--- src/rtl/dac_spi_pkg.sv ---
// dac_spi_pkg: FSM state encoding, DAC frame layout and parameter helpers
// shared by dac_spi_tx and dac_spi_shift.
package dac_spi_pkg;

    typedef enum logic [2:0] {
        IDLE    = 3'd0,
        SHIFT_A = 3'd1,
        GAP_AB  = 3'd2,
        SHIFT_B = 3'd3,
        GAP_LD  = 3'd4,
        LDAC    = 3'd5
    } dac_state_e;

    localparam int FRAME_W    = 16;
    localparam int DATA_W     = 12;
    localparam int FRM_SEL    = 15;
    localparam int FRM_BUF    = 14;
    localparam int FRM_GA_N   = 13;
    localparam int FRM_SHDN_N = 12;

    // Two frames, two gaps and the LDAC pulse (70 half-periods) plus the IDLE/latch cycles.
    function automatic int min_sample_div(input int sck_div);
        return 70 * sck_div + 2;
    endfunction

    function automatic logic [FRAME_W-1:0] build_frame(
        input logic              sel,
        input logic              shdn_n,
        input logic [DATA_W-1:0] data
    );
        logic [FRAME_W-1:0] f;
        f               = '0;
        f[FRM_SEL]      = sel;
        f[FRM_BUF]      = 1'b0;
        f[FRM_GA_N]     = 1'b1;
        f[FRM_SHDN_N]   = shdn_n;
        f[DATA_W-1:0]   = data;
        return f;
    endfunction

endpackage

--- src/rtl/dac_spi_shift.sv ---
// dac_spi_shift: 16-bit MSB-first SPI shifter; each bit is SCK_DIV clk with sck
// low followed by SCK_DIV clk with sck high.
module dac_spi_shift
    import dac_spi_pkg::*;
#(
    parameter int SCK_DIV = 2
) (
    input  logic               clk,
    input  logic               rst_n,
    input  logic               start,
    input  logic [FRAME_W-1:0] frame,
    output logic               sck,
    output logic               sdi,
    output logic               done
);

    // start/done handshake: start is a one-cycle pulse that loads frame and
    // begins shifting on the next cycle; done is high for exactly one cycle,
    // the last cycle of bit 0's high phase, and start must not be pulsed again
    // until done has been seen.
    logic [7:0]         half_cnt;
    logic [3:0]         bit_cnt;
    logic [FRAME_W-1:0] sr;
    logic               active;
    logic               half_end;

    assign half_end = active && (half_cnt == 8'(SCK_DIV - 1));
    assign done     = half_end && sck && (bit_cnt == 4'd0);
    assign sdi      = sr[FRAME_W-1];

    always_ff @(posedge clk or negedge rst_n) begin
        if (!rst_n) begin
            sr       <= '0;
            half_cnt <= '0;
            bit_cnt  <= '0;
            sck      <= 1'b0;
            active   <= 1'b0;
        end else if (start) begin
            sr       <= frame;
            half_cnt <= '0;
            bit_cnt  <= 4'd15;
            sck      <= 1'b0;
            active   <= 1'b1;
        end else if (active) begin
            if (half_end) begin
                half_cnt <= '0;
                if (!sck) begin
                    sck <= 1'b1;
                end else begin
                    sck <= 1'b0;
                    if (bit_cnt == 4'd0) begin
                        // Clearing the register parks sdi low between frames.
                        active <= 1'b0;
                        sr     <= '0;
                    end else begin
                        sr      <= {sr[FRAME_W-2:0], 1'b0};
                        bit_cnt <= bit_cnt - 4'd1;
                    end
                end
            end else begin
                half_cnt <= half_cnt + 8'd1;
            end
        end
    end

endmodule

--- src/rtl/dac_spi_tx.sv ---
// dac_spi_tx: periodic dual-channel 12-bit SPI DAC writer (frame A, frame B, LDAC).
// Build option DAC_OFFSET_BINARY_EN: treat samples as two's complement and send offset binary.
module dac_spi_tx
    import dac_spi_pkg::*;
#(
    parameter int SCK_DIV    = 2,
    parameter int SAMPLE_DIV = 2000
) (
    input  logic              clk,
    input  logic              rst_n,
    input  logic              enable,
    input  logic [DATA_W-1:0] sample_a,
    input  logic [DATA_W-1:0] sample_b,
    input  logic              ch_en_a,
    input  logic              ch_en_b,
    output logic              cs_n,
    output logic              sck,
    output logic              sdi,
    output logic              ldac_n,
    output logic              sample_strobe,
    output logic              busy,
    output dac_state_e        state_dbg
);

    if (SCK_DIV < 1 || SCK_DIV > 255) begin : g_bad_sck_div
        $error("dac_spi_tx: SCK_DIV must be within 1..255");
    end
    if (SAMPLE_DIV < min_sample_div(SCK_DIV)) begin : g_bad_sample_div
        $error("dac_spi_tx: SAMPLE_DIV too small to fit a full A/B/LDAC sequence");
    end

    localparam int DIV_W = $clog2(SAMPLE_DIV);

    function automatic logic [DATA_W-1:0] to_dac_code(input logic [DATA_W-1:0] s);
`ifdef DAC_OFFSET_BINARY_EN
        return {~s[DATA_W-1], s[DATA_W-2:0]};
`else
        return s;
`endif
    endfunction

    dac_state_e         state, state_nx;
    logic [DIV_W-1:0]   div_cnt;
    logic               tick;
    logic [8:0]         gap_cnt;
    logic               gap_end;
    logic [DATA_W-1:0]  data_b_q;
    logic               en_b_q;
    logic               shift_start;
    logic [FRAME_W-1:0] shift_frame;
    logic               shift_done;
    logic               strobe_q;

    assign tick    = enable && (div_cnt == DIV_W'(SAMPLE_DIV - 1));
    assign gap_end = (gap_cnt == 9'(2 * SCK_DIV - 1));

    // Sample-rate divider parks at 0 while disabled so the first frame lands
    // a full SAMPLE_DIV after enable is seen.
    always_ff @(posedge clk or negedge rst_n) begin
        if (!rst_n) begin
            div_cnt <= '0;
        end else if (!enable || tick) begin
            div_cnt <= '0;
        end else begin
            div_cnt <= div_cnt + DIV_W'(1);
        end
    end

    always_ff @(posedge clk or negedge rst_n) begin
        if (!rst_n) begin
            state    <= IDLE;
            gap_cnt  <= '0;
            data_b_q <= '0;
            en_b_q   <= 1'b0;
            strobe_q <= 1'b0;
        end else begin
            state    <= state_nx;
            strobe_q <= (state == LDAC) && gap_end;
            if (state != state_nx) begin
                gap_cnt <= '0;
            end else if (state == GAP_AB || state == GAP_LD || state == LDAC) begin
                gap_cnt <= gap_cnt + 9'd1;
            end else begin
                gap_cnt <= '0;
            end
            // Channel A goes straight into the shifter; channel B waits here.
            if (state == IDLE && tick) begin
                data_b_q <= to_dac_code(sample_b);
                en_b_q   <= ch_en_b;
            end
        end
    end

    always_comb begin
        state_nx    = state;
        shift_start = 1'b0;
        shift_frame = '0;
        cs_n        = 1'b1;
        ldac_n      = 1'b1;
        busy        = 1'b1;
        case (state)
            IDLE: begin
                busy = 1'b0;
                if (tick) begin
                    state_nx    = SHIFT_A;
                    shift_start = 1'b1;
                    shift_frame = build_frame(1'b0, ch_en_a, to_dac_code(sample_a));
                end
            end
            SHIFT_A: begin
                cs_n = 1'b0;
                if (shift_done) state_nx = GAP_AB;
            end
            GAP_AB: begin
                if (gap_end) begin
                    state_nx    = SHIFT_B;
                    shift_start = 1'b1;
                    shift_frame = build_frame(1'b1, en_b_q, data_b_q);
                end
            end
            SHIFT_B: begin
                cs_n = 1'b0;
                if (shift_done) state_nx = GAP_LD;
            end
            GAP_LD: begin
                if (gap_end) state_nx = LDAC;
            end
            LDAC: begin
                ldac_n = 1'b0;
                if (gap_end) state_nx = IDLE;
            end
            default: begin
                state_nx = IDLE;
                busy     = 1'b0;
            end
        endcase
    end

    dac_spi_shift #(
        .SCK_DIV (SCK_DIV)
    ) u_shift (
        .clk   (clk),
        .rst_n (rst_n),
        .start (shift_start),
        .frame (shift_frame),
        .sck   (sck),
        .sdi   (sdi),
        .done  (shift_done)
    );

    assign sample_strobe = strobe_q;
    assign state_dbg     = state;

endmodule

--- config.mk ---
export PLATFORM = sky130hd
export DESIGN_NAME = dac_spi_tx
export DESIGN_NICKNAME = d
export VERILOG_FILES = /design/src/rtl/dac_spi_pkg.sv /design/src/rtl/dac_spi_shift.sv /design/src/rtl/dac_spi_tx.sv
export SDC_FILE = /design/constraint.sdc
export NUM_CORES = 1
export LEC_CHECK = 0
export BUFFER_PORTS_ARGS = -buffer_cell sky130_fd_sc_hd__buf_2
export CORE_ASPECT_RATIO = 1.25
export CORE_UTILIZATION = 53
export DETAILED_ROUTE_END_ITERATION = 8
export HOLD_SLACK_MARGIN = 0.15
export PLACE_DENSITY = 0.82
export SLEW_MARGIN = 25
export SYNTH_ARGS = -nofsm -noshare
export SYNTH_HDL_FRONTEND = slang
export SYNTH_SLANG_ARGS = --single-unit
--- constraint.sdc ---
create_clock -name clk -period 2.7 [get_ports clk]
set_input_delay 0.27 -clock clk [delete_from_list [all_inputs] [get_ports clk]]
set_output_delay 0.27 -clock clk [all_outputs]
set_load 0.02 [all_outputs]
After elaboration in Yosys (flattened, before gate mapping)
Cells that the tools add are included.

storage, ports and cells
  word-level logic and storage cells = 86
  output and inout port bits = 9
  bits of input ports = 29
  register bits = 67

cells by class
  reductions and logical operators = 20
  muxes and demuxes = 41
  $add $sub $neg = 4
  equality and inequality tests = 10

operators by type and width
  cell                   count
  $mux 16                6
  $pmux 16 s2            1
  $mux 8                 3
  $mux 4                 5
  $mux 3                 6
  $mux 9                 2
  $pmux 3 s6             1
  $mux 1                 14
  $mux 14                1
  $add 11x1->11 const B  1
  $eq 11x11->1 const B   1
  $mux 11                1
  $add 9x1->9 const B    1
  $eq 9x2->1 const B     1
  $add 8x1->8 const B    1
  $eq 8x1->1 const B     1
  $eq 3x2->1 const B     2
  $eq 3x3->1 const B     2
  $logic_and 1x1->1      6
  $reduce_bool 2->1      3
  $reduce_or 5->1        1
  $logic_not 4->1        1
  $reduce_and 4->1       1
  $sub 4x1->4 const B    1
  10 further kinds       12

Depth between registers and ports, before layout
  depth after elaboration = 8
  depth in mapped cells = 8

Hierarchy
From an unflattened synthesis, not the netlist that was laid out.

unflattened totals
  cell total of the unflattened synthesis = 307
  area total of the unflattened synthesis = 3324.4 um^2

modules (own cells, without submodules)
  module         cells each  instances  area an instance (um^2)
  dac_spi_tx     163         1          1860.5
  dac_spi_shift  144         1          1463.9

Worst setup path after synthesis
Ideal clock, no wire load.

  path type = register -> register
  start = reg div_cnt[0]
  end = reg u_shift.bit_cnt[2]
  setup time = 0.126 ns
  clock period less this slack = 1.872 ns
  path slack = 0.828 ns
  cell stages (with the launch flop) = 8
  data arrival time = 1.746 ns
  data required time = 2.574 ns
  path through = dfrtp_1 > ha_1 > and3_4 > and4b_1 > clkbuf_2 > or2_1 > buf_6 > a311o_1

on the way
  cells in the longest elaborated chain, start to end = 6

ends and longest elaborated chain
  element                                                           line                 RTL
  start: declaration                                                dac_spi_tx.sv:43     logic [DIV_W-1:0] div_cnt;
  start signal: assignment                                          dac_spi_tx.sv:65     div_cnt <= div_cnt + DIV_W'(1);
  $eq 11x11->1 (*)                                                  dac_spi_tx.sv:54     assign tick = enable && (div_cnt == DIV_W'(SAMPLE_DIV - 1));
  $logic_and 1x1->1 (*)                                             dac_spi_tx.sv:54
  $mux 1 (*)                                                        dac_spi_tx.sv:104    if (tick) begin
  $pmux 1 s2 (*)                                                    dac_spi_tx.sv:101    case (state)
  $ne 2x2->1 (no source line) or $reduce_bool 2->1 (tied branches)  -
  $reduce_and 4->1 (no source line)                                 -
  end signal: assignment                                            dac_spi_shift.sv:57  bit_cnt <= bit_cnt - 4'd1;
  end: declaration                                                  dac_spi_shift.sv:22  logic [3:0] bit_cnt;

Mark *: on every way between the ends. The rest lies on a longest branch, timed or not.
A chain may end at the register's enable or synchronous reset.

Worst setup path after layout
  start = reg gap_cnt[0]
  end = reg u_shift.sr[5]

on the way
  cells in the longest elaborated chain, start to end = 5

ends and longest elaborated chain
  element                             line                 RTL
  start: declaration                  dac_spi_tx.sv:45     logic [8:0] gap_cnt;
  start signal: assignment            dac_spi_tx.sv:82     gap_cnt <= gap_cnt + 9'd1;
  $eq 9x2->1 (*)                      dac_spi_tx.sv:55     assign gap_end = (gap_cnt == 9'(2 * SCK_DIV - 1));
  $mux 1                              dac_spi_tx.sv:115    if (gap_end) begin
  $pmux 1 s2                          dac_spi_tx.sv:101
  $reduce_bool 2->1 (no source line)  -
  $reduce_and 3->1 (no source line)   -
  end signal: assignment              dac_spi_shift.sv:39  sr <= frame;
  end signal: assignment              dac_spi_shift.sv:56  sr <= {sr[FRAME_W-2:0], 1'b0};
  end: declaration                    dac_spi_shift.sv:23  logic [FRAME_W-1:0] sr;

Marked as above.

==> flow_metrics.py <==
metrics = {
    "logic_synthesis": {
        "async_flop_share": 1.00,
        "synth_edf_count": 0,
        "synth-main-ff-cell": "dfrtp_1",
        "ys_warn_count": 0,
        "syn_area_mm2": 0.00333,
        "mappedNetlistNets": 344,
        "seq_area_frac_synth": 0.504,
        "avgSynthCellArea_um2": 10.7,
        "ys_ff_latch": 67,
        "yosysUniqueCellTypes": 47,
        "synth_cells": 310,
    },
    "critical_path": {
        "cp_slowest_cell": "and3_1",
        "max_stage_delay_ns": 0.54,
        "crit_path_start": "gap_cnt[0]",
        "crit_arrival_ns": 2.49,
        "cp-start-kind": "flip-flop",
        "endpoint_kind": "flip-flop",
        "path_max_fanout": 17,
        "r2r-start": "gap_cnt[0]",
        "crit_type": "reg2reg",
        "path_cells": "ha_1 > nor4b_1 > and3_1 > buf_4 > a22oi_1 > a2bb2oi_1",
        "critPathRequiredTime_ns": 2.97,
    },
    "floorplanning": {
        "start_util": 0.561,
        "placementRows": 31,
        "die_w_um": 72.9,
        "die_h_um": 90.6,
        "core_mm2": 0.00593,
        "pin_count": 38,
        "die_area_mm2": 0.00660,
    },
    "placed_design": {
        "dp_hpwl_mm": 4.39,
        "gp_congestion": 0.785,
        "port_buffers": 37,
    },
    "worst_hold_path": {
        "holdCritPathClass": "in2reg",
        "hp-start": "sample_b[3]",
    },
    "detailed_routing": {
        "drt-vias-per-instance": 5.65,
        "wire_per_inst_um": 15.0,
        "final_antenna_net_count": 0,
        "firstDrtPassIters": 4,
        "vias": 2493,
        "drcViolationCount": 0,
        "first_iter_violations": 186,
        "routed_wl_mm": 6.63,
    },
    "layout": {
        "diodes": 0,
        "final_core_util": 0.647,
        "nets": 388,
        "drive_gt1_frac": 0.223,
        "areaGrowthSynthToFinish_pct": 15.3,
    },
    "pwr": {
        "p_per_area_mw_per_mm2": 498,
        "irDropWorstVdd_v": 0.000355,
        "p_leak_uw": 0.00188,
    },
    "grt": {
        "antenna_found_initial": 0,
        "track_usage": 0.228,
        "grt_pass1_vias": 2601,
        "grt_start_max_net_pins": 36,
        "overflow": 0,
        "grt_pass1_wl_mm": 11.5,
    },
    "timing": {
        "max_freq_mhz": 451,
        "final.period_utilization": 0.821,
        "setup_viol": 0,
        "drv_slew": 0,
        "tightest_slew_ns": 0.742,
        "min_period_ns": 2.22,
        "rsz0062_at_grt": "false",
        "hold_viol": 0,
        "finalSetupTns_ns": 0,
        "maxSlewHeadroom": 0.505,
        "fin_skew_ns": 0.0103,
    },
    "clock_tree": {
        "cts_root_buf": "clkbuf_8",
        "cts_buffer_depth": 2,
        "insertion_delay_ns": 0.35,
        "cts_buffers": 9,
        "cts_max_level": 3,
        "cts_tree": "yes",
        "cts_resized": 0,
        "clk_pin_slew_ns": 0.08,
        "clock_sinks": 67,
        "post_cts_buffers": 0,
    },
    "run_status": {
        "outcome": "finished clean",
    },
    "job": {
        "cap_viol_max_count": 0,
    },
}
critical path: cells and delay by family, from the launching register on:
family | cells | cell delay (ns)
DFF | 1 | 0.43
adders and majority gates | 1 | 0.27
buffers and inverters | 1 | 0.31
AOI/OAI and AO/OA | 2 | 0.30
and+or+nand+nor | 2 | 0.83
layer usage:
| metal | track usage | part of all wire | up-vias |
|---|---|---|---|
| met5 | 0 | 0 | - |
| met4 | 0.108 | 0.026 | 0 |
| met3 | 0.0614 | 0.031 | 18 |
| met2 | 0.375 | 0.51 | 59 |
| met1 | 0.273 | 0.43 | 1223 |
| li1 | - | - | 1193 |
Yosys cell counts, types with 2 or more instances:
master | number | area (um^2)
o21ai_0 | 2 | 10.0
a21oi_1 | 6 | 30.0
nor2_1 | 32 | 120
nor4_1 | 2 | 12.5
a2bb2oi_1 | 12 | 105
clkbuf_1 | 2 | 7.51
and3_1 | 5 | 31.3
or2_2 | 2 | 12.5
inv_1 | 7 | 26.3
dfrtp_1 | 67 | 1680
and2_1 | 4 | 25.0
nand2b_1 | 3 | 18.8
nor4b_1 | 2 | 17.5
nand2_1 | 27 | 101
xnor2_1 | 12 | 105
nand4_1 | 8 | 50.1
ha_1 | 5 | 62.6
nor3b_1 | 2 | 15.0
a211o_1 | 13 | 114
mux2_2 | 13 | 146
nand3_1 | 13 | 65.1
nor2b_1 | 3 | 18.8
or3b_2 | 2 | 17.5
mux2i_1 | 3 | 30.0
buf_4 | 6 | 45.0
nor3_1 | 4 | 20.0
buf_2 | 6 | 30.0
or3_1 | 3 | 18.8
xor2_1 | 12 | 105
buf_6 | 2 | 22.5
nor4b_4 | 2 | 47.6
a22oi_1 | 13 | 97.6
final cells by class:
type,instances,area (um^2)
Sequential cell,67,1680
Fill cell,471,2100
Clock buffer,10,138
Timing Repair Buffer,50,315
Clock inverter,6,65.1
Inverter,7,26.3
Multi-Input combinational cell,219,1520
Tap cell,82,103
cells in the final DEF, fill, tap and decap left out, types with 4 or more instances in the layout:
cell type,synthesis,layout
dfrtp_1,67,67
buf_2,6,37
nor2_1,32,32
nand2_1,27,27
a211o_1,13,13
nand3_1,13,13
mux2_2,13,13
a22oi_1,13,13
xor2_1,12,12
xnor2_1,12,12
a2bb2oi_1,12,12
clkbuf_8,0,10
nand4_1,8,8
dlygate4sd3_1,0,8
inv_1,7,7
a21oi_1,6,6
and3_1,5,5
ha_1,5,5
and2_1,4,4
nor3_1,4,4
buf_4,6,4
final timing paths:
path                                  end  slack, ns  depth (start not counted)
setup / recovery            u_shift.sr[5]       0.48                          6
hold / removal                data_b_q[3]       0.16                          2
setup reg to reg            u_shift.sr[5]       0.48                          6
hold reg to reg                div_cnt[0]       0.49                          1
max in group asynchronous  u_shift.sr[13]       1.52                          3
min in group asynchronous     data_b_q[0]       0.52                          2
report_power, final:
part / total [uW] / internal [uW] / switching [uW]
clock network: 838 / 451 / 387
registers: 1010 / 1010 / 3.51
logic: 62.7 / 29.3 / 33.3
registers in the layout, indices dropped and copies added (netlist names):
| signal | count |
|---|---|
| u_shift.sr | 16 |
| data_b_q | 12 |
| div_cnt | 11 |
| gap_cnt | 9 |
| u_shift.half_cnt | 8 |
| u_shift.bit_cnt | 4 |
| state_dbg | 3 |
| en_b_q | 1 |
| sample_strobe | 1 |
| u_shift.active | 1 |
| u_shift.sck | 1 |
cells by family after synthesis:
| group | Yosys count | share of synthesized area |
|---|---|---|
| AOI/OAI and AO/OA | 54 | 0.126 |
| xor gates and xnor gates | 24 | 0.0632 |
| adders and majority gates | 5 | 0.0188 |
| buffers and inverters | 24 | 0.0410 |
| DFF | 67 | 0.504 |
| muxes | 16 | 0.0530 |
| and+or+nand+nor | 120 | 0.194 |
per-stage QoR:
step	total power (uW)	area (um^2)	setup slack [ns]	cells	hold WS, ns
2_1_floorplan	1040	3330	0.828	310	-0.0256
3_3_place_gp	1080	3560	0.598	417	0.371
3_5_place_dp	1080	3560	0.475	417	0.381
4_1_cts	1930	3830	0.457	440	0.153
5_1_grt	1980	3840	0.265	441	0.152
6_report	1910	3840	0.484	441	0.160
timing repair:
item / 4_1_cts / 5_1_grt
hold endpoints to repair: 38 / 1
setup endpoints to repair: 0 / 0
hold buffers: 7 / 1
(Power assumes the default switching activity.)
